==> src/rtl/enc_uart_tx.sv <==
// Encrypting, ECC-protected UART transmitter: valid/ready FIFO front end,
// XOR key, check-bit matrix, optional even parity, LSB-first serialiser.
module enc_uart_tx #(
  parameter int unsigned K            = 8,
  parameter int unsigned CHK_W        = 4,
  parameter logic [((CHK_W > 0) ? CHK_W : 1)*K-1:0] CHK_MASK = 32'hDBED8EF0,
  parameter logic [K-1:0] KEY         = '1,
  parameter int unsigned PAR_EN       = 1,
  parameter int unsigned STOP_BITS    = 1,
  parameter int unsigned CLKS_PER_BIT = 4,
  parameter int unsigned DEPTH        = 4
) (
  input  logic                     clk,
  input  logic                     rst_n,
  input  logic [K-1:0]             in_data,
  input  logic                     in_valid,
  output logic                     in_ready,
  input  logic                     tx_en,
  output logic                     txd,
  output logic                     busy,
  output logic                     tx_done,
  output logic [$clog2(DEPTH):0]   fifo_count
);

  localparam int unsigned AW  = $clog2(DEPTH);
  localparam int unsigned CW  = (CHK_W > 0) ? CHK_W : 1;
  localparam int unsigned PW  = K + CHK_W + 1;
  localparam int unsigned BCW = 5;
  localparam int unsigned BDW = $clog2(CLKS_PER_BIT + 1);

  typedef enum logic [2:0] {IDLE, START, DATA, CHECK, PARITY, STOP} state_t;

  localparam state_t AFTER_CHK  = (PAR_EN != 0) ? PARITY : STOP;
  localparam state_t AFTER_DATA = (CHK_W > 0) ? CHECK : AFTER_CHK;

  state_t           state, state_nxt;
  logic [K-1:0]     mem [DEPTH];
  logic [AW-1:0]    wr_ptr, rd_ptr;
  logic [AW:0]      count;
  logic [BDW-1:0]   baud_cnt, baud_nxt;
  logic [BCW-1:0]   bit_cnt, bit_nxt;
  logic [PW-1:0]    sh, sh_nxt, payload;
  logic [K-1:0]     enc;
  logic [CW-1:0]    chk;
  logic             par;
  logic             txd_nxt, busy_nxt, done_nxt;
  logic             push, pop, can_start, bit_tick, stop_end;

  assign in_ready   = (count != (AW+1)'(DEPTH));
  assign fifo_count = count;
  assign push       = in_valid && in_ready;
  assign can_start  = tx_en && (count != '0);
  assign bit_tick   = (baud_cnt == BDW'(CLKS_PER_BIT - 1));
  assign stop_end   = (state == STOP) && bit_tick && (bit_cnt == BCW'(STOP_BITS - 1));
  assign pop        = can_start && ((state == IDLE) || stop_end);

  // Encode the FIFO head: key, check bits, parity, packed in wire order.
  always_comb begin
    enc = mem[rd_ptr] ^ KEY;
    chk = '0;
    for (int j = 0; j < int'(CHK_W); j++) chk[j] = ^(enc & CHK_MASK[j*K +: K]);
    par = (PAR_EN != 0) ? (^enc ^ ^chk) : 1'b0;
    payload = '0;
    payload[K-1:0] = enc;
    for (int j = 0; j < int'(CHK_W); j++) payload[K+j] = chk[j];
    payload[PW-1] = par;
  end

  always_ff @(posedge clk or negedge rst_n) begin
    if (!rst_n) state <= IDLE;
    else        state <= state_nxt;
  end

  always_comb begin
    state_nxt = state;
    case (state)
      IDLE:    if (can_start) state_nxt = START;
      START:   if (bit_tick) state_nxt = DATA;
      DATA:    if (bit_tick && (bit_cnt == BCW'(K - 1))) state_nxt = AFTER_DATA;
      CHECK:   if (bit_tick && (bit_cnt == BCW'(CHK_W - 1))) state_nxt = AFTER_CHK;
      PARITY:  if (bit_tick) state_nxt = STOP;
      STOP:    if (stop_end) state_nxt = can_start ? START : IDLE;
      default: state_nxt = IDLE;
    endcase
  end

  // Next values of counters, shifter and the registered outputs.
  always_comb begin
    baud_nxt = baud_cnt;
    bit_nxt  = bit_cnt;
    sh_nxt   = sh;
    txd_nxt  = 1'b1;
    if ((state == IDLE) || bit_tick) baud_nxt = '0;
    else                             baud_nxt = baud_cnt + BDW'(1);
    if (state_nxt != state) bit_nxt = '0;
    else if (bit_tick)      bit_nxt = bit_cnt + BCW'(1);
    if (pop) sh_nxt = payload;
    else if (bit_tick && ((state == DATA) || (state == CHECK) || (state == PARITY)))
      sh_nxt = sh >> 1;
    case (state_nxt)
      START:                txd_nxt = 1'b0;
      DATA, CHECK, PARITY:  txd_nxt = sh_nxt[0];
      default:              txd_nxt = 1'b1;
    endcase
    busy_nxt = (state_nxt != IDLE);
    done_nxt = (state_nxt == STOP) && (bit_nxt == BCW'(STOP_BITS - 1)) &&
               (baud_nxt == BDW'(CLKS_PER_BIT - 1));
  end

  always_ff @(posedge clk or negedge rst_n) begin
    if (!rst_n) begin
      baud_cnt <= '0;
      bit_cnt  <= '0;
      sh       <= '0;
      txd      <= 1'b1;
      busy     <= 1'b0;
      tx_done  <= 1'b0;
    end else begin
      baud_cnt <= baud_nxt;
      bit_cnt  <= bit_nxt;
      sh       <= sh_nxt;
      txd      <= txd_nxt;
      busy     <= busy_nxt;
      tx_done  <= done_nxt;
    end
  end

  always_ff @(posedge clk or negedge rst_n) begin
    if (!rst_n) begin
      wr_ptr <= '0;
      rd_ptr <= '0;
      count  <= '0;
    end else begin
      if (push) wr_ptr <= wr_ptr + AW'(1);
      if (pop)  rd_ptr <= rd_ptr + AW'(1);
      if (push && !pop)      count <= count + (AW+1)'(1);
      else if (pop && !push) count <= count - (AW+1)'(1);
    end
  end

  always_ff @(posedge clk) begin
    if (push) mem[wr_ptr] <= in_data;
  end

endmodule

==> config.mk <==
export PLATFORM = sky130hd
export DESIGN_NAME = enc_uart_tx
export DESIGN_NICKNAME = d
export VERILOG_FILES = /design/src/rtl/enc_uart_tx.sv
export SDC_FILE = /design/constraint.sdc
export NUM_CORES = 1
export LEC_CHECK = 0
export ABC_AREA = 1
export ABC_CLOCK_PERIOD_IN_PS = 3500
export BUFFER_PORTS_ARGS = -buffer_cell sky130_fd_sc_hd__buf_4
export CAP_MARGIN = 20
export CELL_PAD_IN_SITES_DETAIL_PLACEMENT = 0
export CELL_PAD_IN_SITES_GLOBAL_PLACEMENT = 1
export CORE_UTILIZATION = 47
export DETAILED_ROUTE_END_ITERATION = 8
export MAX_ROUTING_LAYER = met4
export PLACE_DENSITY = 0.81
export RECOVER_POWER = 25
export SYNTH_ARGS = -nofsm -noshare
export SYNTH_HDL_FRONTEND = slang
export SYNTH_SLANG_ARGS = --single-unit
==> constraint.sdc <==
create_clock -name clk -period 3.5 [get_ports clk]
set_clock_uncertainty 0.05 [all_clocks]
set_input_delay 0.875 -clock clk [delete_from_list [all_inputs] [get_ports clk]]
set_output_delay 0.875 -clock clk [all_outputs]
set_load 0.01 [all_outputs]
==> impl_metrics.tcl, run 1 <==
set metrics [dict create \
    synth_top_area_share_pct 27.6 \
    dp_cells 492 \
    startpoint_type "register" \
    holdCritPathClass "register to register" \
    cts_tree "yes" \
    mostFrequentLayoutCells "107 x nand2_1, 42 x inv_1, 33 x dfrtp_1" \
    cp-end-kind "register" \
    hpwl_mm 4.82 \
    slew_headroom_pct -21.7 \
    clk_path_buf_depth 2 \
    ctsHoldBuffers 0 \
    io_pins 19 \
    critPathMostFrequentCell "ha_1" \
    violations "max-capacitance violations, max-slew violations" \
    maxCapViolCount 1 \
    ys_types 34 \
    p_per_area_nw_per_um2 555 \
    grt_max_degree 35 \
    min_period_over_period_pct 74.4 \
    initial_core_util_pct 49.8 \
    grtUsageTotal_pct 21.1 \
    cp_data_arrival_time_ns 2.77 \
    via_per_inst 4.94 \
    antenna_left 0 \
    total_power_mw 2.15 \
    leakage_nw 1.83 \
    postSynthAreaPerCell_um2 9.03 \
    antenna-diode-count 0 \
    timing.setup.tns_ns 0 \
    cts_made_buffers 9 \
    clk_pin_slew_ns 0.07 \
    io_buffers 18 \
    cts_sinks 66 \
    fin_cells 508 \
    finalSetupViolations 0 \
    syn-instance-count 385 \
    period_needed_ns 2.60 \
    postSynthNetCount 407 \
    ys_warn_count 0 \
    cts_root_buf "clkbuf_8" \
    area_growth_pct 11.3 \
    routed_wl_mm 6.73 \
    cts_setup_buffers 0 \
    yosys.area.top_type "edfxtp_1" \
    status "complete, but fails checks" \
    h-tree-depth 3 \
    fmax_mhz 384 \
    cpPeakStageDelay_ns 0.38 \
    rows 30 \
    rsz0062_at_grt "false" \
    worst_pin_slew_ns 1.83 \
    hold_viol 0 \
    worstPathCellList "ha_1 -> ha_1 -> nand4_1 -> nand2_1 -> nand2_2 -> ha_1 -> inv_1 -> fa_1 -> a21oi_1 -> o21ai_0 -> xor2_1" \
    ys_top_cells_by_area "edfxtp_1 28%, dfrtp_1 24%, nand2_1 12%" \
    gpl.final_weighted_congestion 0.874 \
    die_h_um 88.0 \
    die_w_um 88.0 \
    drive_gt1_share_pct 20.1 \
    drv_slew 35 \
    worstSkewPairLatency_ns 0.34 \
    dr.pass1.iters 4 \
    vias 2510 \
    ys_ff_latch 66 \
    cpMaxStageDelayCell "dfrtp_1" \
    wire_per_inst_um 13.3 \
    ys_seq_area_share_pct 52.1 \
    cts_resized 0 \
    dieArea_um2 7750 \
    syn_area_um2 3480 \
    ir_drop_mv 0.417 \
    cp_data_required_time_ns 3.66 \
    core-area_um2 6980 \
    drt_iter0_drc 95 \
    antenna_found_initial 0 \
    cp_max_fo 15 \
    first_global_vias 2469 \
    whs_ns 0.398 \
    final_common_cell "nand2_1" \
    drc 0 \
    grt_pass1_wl_mm 11.8 \
    fin_nets 429 \
    grt_overflow 0 \
    nFillCells 652 \
    critPathKind "register to register" \
]
[cell type report]
class | count | area (µm²) | share of cell area (%)
clock inverter | 7 | 101 | 2.62
clock buffer | 9 | 124 | 3.20
sequential | 66 | 1810 | 46.8
tap | 96 | 120 | 3.10
inverter | 51 | 191 | 4.95
timing repair buffer | 19 | 128 | 3.30
multi-input combinational | 260 | 1390 | 36.0
[per-layer routing]
layer / global-route usage [%] / part of all wire, % / vias up
met1: 28.0 / 48 / 1177
met2: 33.1 / 49 / 28
met3: 3.30 / 2.7 / 6
met5: - / 0 / -
li1: - / - / 1299
met4: 7.48 / 0.59 / 0
[Yosys cell counts (all sizes together)]
library cell	count
nand2	138
inv	51
nand3	38
dfrtp	33
edfxtp	32
nor2	26
o21ai	14
ha	9
o211ai	8
buf	7
xor2	7
nor3	5
nand4	3
o221ai	3
a21oi	2
a22oi	2
a31oi	1
clkbuf	1
dfstp	1
fa	1
nand3b	1
o22ai	1
xnor2	1
[state kept, by name (all words and copies together) (netlist names)]
signal,cells
baud_cnt,3
bit_cnt,5
busy,1
fifo_count,3
mem,32
rd_ptr,2
sh,13
state,3
tx_done,1
txd,1
wr_ptr,2
[worst paths after layout]
check	from	end	slack, ns	cells after the start
min in group asynchronous	rst_n	sh[8]$_DFFE_PN0P_	0.97	1
min reg2reg	baud_cnt[0]$_DFF_PN0_	baud_cnt[0]$_DFF_PN0_	0.40	1
min	baud_cnt[0]$_DFF_PN0_	baud_cnt[0]$_DFF_PN0_	0.40	1
max	baud_cnt[0]$_DFF_PN0_	fifo_count[2]$_DFFE_PN0P_	0.90	11
max reg2reg	baud_cnt[0]$_DFF_PN0_	fifo_count[2]$_DFFE_PN0P_	0.90	11
max in group asynchronous	rst_n	state[0]$_DFF_PN0_	1.37	1
[through the flow]
| stage | worst slack, ns | instance area (µm²) | util [%] |
|---|---|---|---|
| 2_1_floorplan | 0.933 | 3480 | - |
| 3_3_place_gp | 0.979 | 3660 | 52.4 |
| 3_5_place_dp | 0.911 | 3660 | 52.4 |
| 4_1_cts | 0.910 | 3880 | 55.6 |
| 5_1_grt | 0.678 | 3870 | 55.4 |
| 6_report | 0.897 | 3870 | 55.4 |
[cell families (layout without fill, tap and decap cells)]
logic type | Yosys count | in the layout | share of synthesized area (%)
buffers and inverters | 59 | 86 | 7.84
flip-flops | 66 | 66 | 52.1
AO/OA/AOI/OAI | 31 | 31 | 5.72
AND/OR/NAND/NOR | 211 | 211 | 28.5
adder cells (fa/ha/maj) | 10 | 10 | 3.81
XOR/XNOR | 8 | 8 | 2.01
[critical path, delay by kind of cell, from the launching register on]
kind / cells / cell delay (ns)
AO/OA/AOI/OAI: 2 / 0.26
buffers and inverters: 1 / 0.06
flip-flops: 1 / 0.38
XOR/XNOR: 1 / 0.15
adder cells (fa/ha/maj): 4 / 1.08
AND/OR/NAND/NOR: 3 / 0.50
[report_power, final]
part	switching, mW	total, mW	internal [mW]
clock	0.311	0.718	0.407
combinational	0.295	0.454	0.158
sequential	0.0500	0.977	0.927
total	0.656	2.15	1.49
Power figures use the tool's default switching activity.
==> inputs of run 2 (changes only) <==
--- a/config.mk
+++ b/config.mk
@@ -6,15 +6,15 @@
 export NUM_CORES = 1
 export LEC_CHECK = 0
 export ABC_AREA = 1
-export ABC_CLOCK_PERIOD_IN_PS = 3500
+export ABC_CLOCK_PERIOD_IN_PS = 2250
 export BUFFER_PORTS_ARGS = -buffer_cell sky130_fd_sc_hd__buf_4
 export CAP_MARGIN = 20
 export CELL_PAD_IN_SITES_DETAIL_PLACEMENT = 0
 export CELL_PAD_IN_SITES_GLOBAL_PLACEMENT = 1
-export CORE_UTILIZATION = 47
+export CORE_UTILIZATION = 42
 export DETAILED_ROUTE_END_ITERATION = 8
 export MAX_ROUTING_LAYER = met4
-export PLACE_DENSITY = 0.81
+export PLACE_DENSITY = 0.77
 export RECOVER_POWER = 25
 export SYNTH_ARGS = -nofsm -noshare
 export SYNTH_HDL_FRONTEND = slang
==> constraint.sdc (replaced) <==
create_clock -name clk -period 2.25 [get_ports clk]
set_clock_uncertainty 0.05 [all_clocks]
set_input_delay 0.5625 -clock clk [delete_from_list [all_inputs] [get_ports clk]]
set_output_delay 0.5625 -clock clk [all_outputs]
set_load 0.01 [all_outputs]
==> run 2 against run 1 <==
Net effect: the flow still finishes with violations (max-capacitance violations, max-slew violations); routed wire length up 1.0%; non-clock buffer count up 8; critical path type unchanged; first-iteration DRC count up 78%; sequential share of layout area down 0.83 points; largest power group unchanged; core utilization down 5.5 points.
==> impl_metrics.tcl, run 2 (same netlist as run 1, synthesis figures left out) <==
set metrics [dict create \
    status "complete, but fails checks" \
    violations "max-capacitance violations, max-slew violations" \
    drive_gt1_share_pct 24.0 \
    dpl_cell_area_um2 3750 \
    fin_util_pct 50.0 \
    holdCritPathClass "input port to register" \
    p_per_area_nw_per_um2 819 \
    hold_viol 0 \
    nFillCells 736 \
    cp-end-kind "register" \
    leakage_nw 1.86 \
    cts_sinks 66 \
    total_power_mw 3.23 \
    die_w_um 93.0 \
    clk_path_buf_depth 2 \
    h-tree-depth 3 \
    io_buffers 18 \
    fmax_mhz 478 \
    first_global_vias 2444 \
    worstSkewPairLatency_ns 0.34 \
    area_growth_pct 13.3 \
    cp_max_fo 9 \
    maxCapViolCount 1 \
    antenna_found_initial 0 \
    gpl.final_weighted_congestion 0.826 \
    fin_nets 437 \
    reg2reg_depth 13 \
    clk_pin_slew_ns 0.07 \
    io_pins 19 \
    ctsHoldBuffers 0 \
    final_common_cell "nand2_1" \
    rsz0062_at_grt "true" \
    drt_iter0_drc 169 \
    dr.pass1.iters 5 \
    ir_drop_mv 0.678 \
    grt_overflow 0 \
    core-area_um2 7890 \
    mostFrequentLayoutCells "106 x nand2_1, 40 x inv_1, 33 x dfrtp_1" \
    vias 2540 \
    rows 32 \
    period_needed_ns 2.09 \
    regMostFlops "mem" \
    critPathKind "register to register" \
    hpwl_mm 4.97 \
    wl_met2_mm 3.24 \
    startpoint_type "register" \
    wire_per_inst_um 13.0 \
    cts_tree "yes" \
    cp_data_arrival_time_ns 2.27 \
    met3_length_um 191 \
    top_layer "met4" \
    drv_slew 35 \
    grt_max_degree 35 \
    cts_root_buf "clkbuf_8" \
    largestRegisters "mem (32), sh (13), bit_cnt (5)" \
    cts_made_buffers 9 \
    antenna_left 0 \
    die_h_um 93.0 \
    dieArea_um2 8650 \
    slew_headroom_pct -20.7 \
    via_per_inst 4.87 \
    grt_pass1_wl_mm 11.7 \
    fin_area_um2 3940 \
    largest_reg_flops 32 \
    routedLengthMet1_mm 3.27 \
    cp_data_required_time_ns 2.43 \
    finalSetupViolations 0 \
    grtUsageTotal_pct 18.1 \
    min_path_cells 1 \
    drc 0 \
    initial_core_util_pct 44.1 \
    antenna-diode-count 0 \
    worst_pin_slew_ns 1.81 \
    routed_wl_mm 6.80 \
    min_period_over_period_pct 93.0 \
]
[run 2: where the power goes]
| part | switching (mW) | total (mW) | internal (mW) |
|---|---|---|---|
| clock | 0.451 | 0.960 | 0.509 |
| sequential | 0.0806 | 1.52 | 1.44 |
| combinational | 0.465 | 0.748 | 0.283 |
[run 2: worst paths after layout]
path / to / from / slack, ns
min: mem[2][3]$_DFFE_PP_ / in_data[3] / 0.38
min in group asynchronous: sh[11]$_DFFE_PN0P_ / rst_n / 0.65
max reg2reg: tx_done$_DFF_PN0_ / baud_cnt[0]$_DFF_PN0_ / 0.16
min reg2reg: baud_cnt[0]$_DFF_PN0_ / baud_cnt[0]$_DFF_PN0_ / 0.41
max: tx_done$_DFF_PN0_ / baud_cnt[0]$_DFF_PN0_ / 0.16
max in group asynchronous: fifo_count[2]$_DFFE_PN0P_ / rst_n / 0.44
[run 2: timing repair]
action	in CTS	in global routing
setup endpoints to repair	0	3
resized for setup	0	4
buffers inserted	0	0
[run 2: metrics by stage]
stage	std cells	hold WS, ns	TNS (ns)	setup WS (ns)
2_1_floorplan	385	0.217	0	0.0114
3_3_place_gp	506	0.387	0	0.184
3_5_place_dp	506	0.408	0	0.161
4_1_cts	522	0.124	0	0.143
5_1_grt	522	0.361	-0.319	-0.0587
6_report	522	0.375	0	0.158
[run 2: routing by layer]
layer	vias to the layer above	track usage, %
li1	1306	-
met2	38	28.3
met4	0	8.08
met1	1187	23.6
met3	9	2.68
met5	-	-
[run 2: worst max-delay path, stage by stage, from the launching register on]
cell     delay, ns
dfrtp_1       0.39
ha_2          0.17
ha_2          0.17
buf_4         0.16
nand2_1       0.10
inv_1         0.06
nand2_1       0.11
nand2_1       0.08
nand3_2       0.11
o21ai_0       0.11
nor2_2        0.17
nand2_2       0.12
o21ai_1       0.13
nor2_1        0.06
[run 2: cell type report]
class | instances | area, µm² | area share (%)
Clock inverter | 7 | 70.1 | 1.78
Multi-Input combinational cell | 260 | 1420 | 36.1
Timing Repair Buffer | 27 | 191 | 4.86
Sequential cell | 66 | 1810 | 46.0
Tap cell | 102 | 128 | 3.24
Inverter | 51 | 191 | 4.86
Clock buffer | 9 | 124 | 3.14
